$ cat src/rtl/mul_pkg.sv
// Shared types and sizing helpers for the sequential shift-and-add multiplier.
package mul_pkg;

  typedef enum logic [1:0] {
    IDLE,
    RUN,
    DONE
  } mul_state_t;

  // Step counter must hold the values 0..N.
  function automatic int count_width(input int n);
    return $clog2(n) + 1;
  endfunction

endpackage

$ cat src/rtl/seq_multiplier_full_adder_n.sv
// N-bit ripple-carry adder; exposes the full carry vector so callers can pick the carry-out.
module Full_Adder_N #(
  parameter int REGISTER_WIDTH = 8
) (
  input  logic [REGISTER_WIDTH-1:0] a,
  input  logic [REGISTER_WIDTH-1:0] b,
  input  logic                      c_in,
  output logic [REGISTER_WIDTH-1:0] sum,
  output logic [REGISTER_WIDTH-1:0] carry
);

  always_comb begin
    logic ripple;
    ripple = c_in;
    sum    = '0;
    carry  = '0;
    for (int i = 0; i < REGISTER_WIDTH; i++) begin
      sum[i]   = a[i] ^ b[i] ^ ripple;
      carry[i] = (a[i] & b[i]) | (ripple & (a[i] ^ b[i]));
      ripple   = carry[i];
    end
  end

endmodule

$ cat src/rtl/seq_multiplier.sv
// Unsigned shift-and-add multiplier: one partial-product step per RUN cycle,
// 2N-bit product with a start/ready/done handshake.
module seq_multiplier
  import mul_pkg::*;
#(
  parameter int REGISTER_WIDTH = 8
) (
  input  logic                        clk_i,
  input  logic                        rst_i,
  input  logic                        start_i,
  input  logic [REGISTER_WIDTH-1:0]   A_i,
  input  logic [REGISTER_WIDTH-1:0]   B_i,
  output logic                        ready_o,
  output logic                        busy_o,
  output logic                        done_o,
  output logic [2*REGISTER_WIDTH-1:0] P_o
);

  localparam int N  = REGISTER_WIDTH;
  localparam int CW = count_width(N);
  localparam logic [CW-1:0] LAST_STEP = CW'(N - 1);

  mul_state_t    state;
  mul_state_t    state_next;
  logic [N-1:0]  m;
  logic [N-1:0]  acc;
  logic [N-1:0]  q;
  logic [CW-1:0] count;

  logic [N-1:0]  addend;
  logic [N-1:0]  sum;
  logic [N-1:0]  carry;
  logic          c_out;
  logic          last_step;

  assign addend    = q[0] ? m : '0;
  assign c_out     = q[0] & carry[N-1];
  assign last_step = (count == LAST_STEP);

  Full_Adder_N #(
    .REGISTER_WIDTH(N)
  ) u_adder (
    .a    (acc),
    .b    (addend),
    .c_in (1'b0),
    .sum  (sum),
    .carry(carry)
  );

  always_ff @(posedge clk_i) begin
    if (rst_i) state <= IDLE;
    else       state <= state_next;
  end

  always_comb begin
    state_next = state;
    case (state)
      IDLE:    if (start_i) state_next = RUN;
      RUN:     if (last_step) state_next = DONE;
      DONE:    state_next = IDLE;
      default: state_next = IDLE;
    endcase
  end

  always_comb begin
    ready_o = (state == IDLE);
    busy_o  = (state == RUN);
    done_o  = (state == DONE);
  end

  // {ACC,Q} shifts right one place per step; the carry-out becomes ACC's MSB.
  always_ff @(posedge clk_i) begin
    if (rst_i) begin
      m     <= '0;
      acc   <= '0;
      q     <= '0;
      count <= '0;
      P_o   <= '0;
    end else begin
      case (state)
        IDLE: begin
          if (start_i) begin
            m     <= A_i;
            q     <= B_i;
            acc   <= '0;
            count <= '0;
          end
        end
        RUN: begin
          acc   <= {c_out, sum[N-1:1]};
          q     <= {sum[0], q[N-1:1]};
          count <= count + CW'(1);
          if (last_step) P_o <= {c_out, sum, q[N-1:1]};
        end
        default: ;
      endcase
    end
  end

  assert property (@(posedge clk_i) disable iff (rst_i) !(ready_o && busy_o));
  assert property (@(posedge clk_i) disable iff (rst_i) done_o |=> !done_o);

endmodule

$ cat config.mk
export PLATFORM = sky130hd
export DESIGN_NAME = seq_multiplier
export DESIGN_NICKNAME = d
export VERILOG_FILES = /design/src/rtl/mul_pkg.sv /design/src/rtl/seq_multiplier_full_adder_n.sv /design/src/rtl/seq_multiplier.sv
export SDC_FILE = /design/constraint.sdc
export NUM_CORES = 1
export LEC_CHECK = 0
export ABC_AREA = 1
export BUFFER_PORTS_ARGS = -buffer_cell sky130_fd_sc_hd__buf_2
export CAP_MARGIN = 20
export CELL_PAD_IN_SITES_DETAIL_PLACEMENT = 0
export CELL_PAD_IN_SITES_GLOBAL_PLACEMENT = 1
export CORE_ASPECT_RATIO = 0.9
export CORE_MARGIN = 3
export CORE_UTILIZATION = 38
export CTS_BUF_LIST = sky130_fd_sc_hd__clkbuf_4
export CTS_CLUSTER_DIAMETER = 200
export DETAILED_ROUTE_END_ITERATION = 8
export GPL_TIMING_DRIVEN = 0
export PLACE_DENSITY = 0.75
export SLEW_MARGIN = 20
export SYNTH_ARGS = -nofsm -noshare
export SYNTH_HDL_FRONTEND = slang
export SYNTH_SLANG_ARGS = --single-unit
$ cat constraint.sdc
create_clock -name clk_i -period 3.25 [get_ports clk_i]
set_input_delay 0.325 -clock clk_i [delete_from_list [all_inputs] [get_ports clk_i]]
set_output_delay 0.325 -clock clk_i [all_outputs]
set_load 0.01 [all_outputs]
==> results.tsv <==
metric	value	unit
Yosys cell types	20	
clock sinks	46	
Avg WL per Cell	12.3	µm
largest net degree at the start of global routing	15	
Syn. warnings	0	
H-Tree Depth	2	
Max-slew headroom	66.5	%
core area	5380	µm²
Crit. Startpoint	q[0]$_SDFFE_PP0P_	
total grt overflow	0	
WP depth	16	
crit end category	flop	
Max-Cap Viols	0	
hold depth	2	
Max rail drop VDD	247	µV
PD cells	426	nW/µm²
Req. time, crit path	3.49	ns
most frequent CP cell	fa_2	
Setup-failing EPs final	0	
Internal	795	µW
worst path buffer plus inverter count	5	
post-synthesis cell area	2160	µm²
Final TNS setup	0	ns
WS Path Type	flop to flop	
fin crit share	98.8	%
Leak	0.00126	µW
final hold vios	0	
Reg-to-Reg Start	q[0]$_SDFFE_PP0P_	
register share of total power	55.6	%
reg2reg setup slack	0.04	ns
most frequent cells in the layout	nand2_1 (70), dfxtp_1 (45), nand3_1 (42), buf_2 (36), inv_1 (34)	
commonest non-fill, non-tap cell in the layout	nand2_1	
Synth-to-Final Area Change	17.0	%
total CTS buffers	5	
Worst path slowest cell	fa_1	
Final WS setup	0.0387	ns
vias per std cell	4.71	
switching pwr	283	µW
Pins Over Slew Limit	0	
sw frac	26.3	%
die area	6630	µm²
layout cells sized above 1	22.1	%
crit path DAT	3.45	ns
CP max FO	3	
Crit path max-delay family	adder cells	
fmax	0.311	GHz
Root Driver	clkbuf_4	
ANT nets after route	0	
R2R depth	16	
total number of vias	1875	
Post-Syn Nets	315	
CTS clock-pin slew for the worst setup and hold paths	0.13	ns
Filler Cell Count	588	
Skew-Pair Late Insertion Delay	0.36	ns
Post-Synthesis Cells	287	
final net count	358	
Routability Congestion	0.767	
post-synthesis sequential area ratio	42.6	%
TritonRoute pass-1 iters	4	
number of global-route vias before repair	1730	
I/O pin cnt	38	
antenna violations before repair	0	
combinational share of power	12.0	%
hold_buf cts	0	
gr usage total	15.5	%
Async S/R FF share, synth	0	%
Clock power frac	32.4	%
CP max stage delay	0.42	ns
pre-CTS setup slack	-0.110	ns
Die Ht	77.5	µm
placed wire-length estimate	3.67	mm
Synth Register Bits	46	
Syn Area/Cell	7.53	µm²
Tightest Pin Transition	0.502	ns
DRT iter0 DRCs	77	
EDFF count, synth	0	
RSZ-0062 raised after global routing	true	
Starting Density	40.2	%
startpoint types	flop	
I/O Buffers	36	
Residual DRC	0	
ant diodes	0	
Core Rows	25	
status	finished clean	
skew final	0.00900	ns
minimum clock period	3.21	ns
Hold WC Path Type	input pin to flop	
CTS tree	yes	
hold wc startpoint	rst_i	
Synth Flop Type	dfxtp_1	
first-pass GRT wire length	8.16	mm
crit-path cells	nand2_1 > inv_1 > ha_2 > inv_2 > fa_2 > fa_2 > inv_2 > fa_2 > inv_2 > fa_2 > fa_2 > inv_2 > fa_2 > fa_1 > nand2_1 > a21oi_1	
clk buf depth	2	
routed wire length	4.91	mm
Die W	85.5	µm
## Yosys cell counts, types with 2 or more instances
library cell | n | area (µm²)
a21oi_1 | 11 | 55.1
buf_1 | 3 | 11.3
ha_1 | 2 | 25.0
nor2_1 | 31 | 116
dfxtp_1 | 46 | 921
inv_1 | 38 | 143
nand3_1 | 42 | 210
nand2_1 | 70 | 263
nand3b_1 | 8 | 60.1
buf_6 | 7 | 78.8
nor2_4 | 3 | 33.8
inv_2 | 2 | 7.51
fa_1 | 7 | 140
o21ai_0 | 9 | 45.0
clkbuf_1 | 3 | 11.3
## routing by layer
metal	routed length (µm)	vias to the layer above	global-route usage, %	part of all wire, %
li1	-	976	-	-
met1	2520	859	21.7	51
met2	2130	33	23.8	43
met3	208	7	3.50	4.2
met4	54	0	4.27	1.1
met5	0	-	0	0
## kinds of logic after synthesis
family,share of synthesized area [%]
compound gates,5.44
fa+ha+maj,7.64
buf+inv,12.2
flops,42.6
simple gates,32.1
## what timing repair did
action,CTS,global route
buffers inserted,1,0
resized for setup,3,6
pin swaps,1,1
endpoints found under the hold margin,0,0
setup endpoints to repair,2,3
## per-stage QoR
stage | utilization (%) | instance area, µm² | cells | power, µW | hold slack [ns]
2_1_floorplan | - | 2180 | 287 | 703 | 0.394
5_1_grt | 47.0 | 2530 | 398 | 1130 | 0.136
4_1_cts | 46.8 | 2520 | 398 | 1090 | 0.133
6_report | 47.0 | 2530 | 398 | 1080 | 0.151
3_5_place_dp | 45.4 | 2440 | 390 | 743 | 0.451
3_3_place_gp | 45.4 | 2440 | 390 | 742 | 0.450
## sequential cells by signal, indices dropped and copies added, names as in the netlist
name and cells:
P_o 16, acc 8, m 8, q 8, count 4, state 2
## power by group through the flow
stage / clock [µW] / combinational, µW / sequential [µW]
6_report: 349 / 130 / 599
5_1_grt: 378 / 149 / 603
4_1_cts: 363 / 131 / 600
3_5_place_dp: 0 / 132 / 611
3_3_place_gp: 0 / 131 / 611
2_1_floorplan: 0 / 94.9 / 608
## final cells by class
cell class	count	area (µm²)	area share (%)
multi-input combinational	186	995	39.4
tap	67	83.8	3.32
timing repair buffer	37	188	7.43
clock inverter	3	40.0	1.58
buffer	13	105	4.16
sequential	46	925	36.6
inverter	41	154	6.09
clock buffer	5	37.5	1.49
## worst paths after layout
path	end
setup / recovery	acc[6]$_SDFFE_PP0P_
hold / removal	state[0]$_SDFFE_PP0P_
setup reg to reg	acc[6]$_SDFFE_PP0P_
hold reg to reg	P_o[6]$_SDFFE_PP0P_
(Power assumes the default switching activity.)
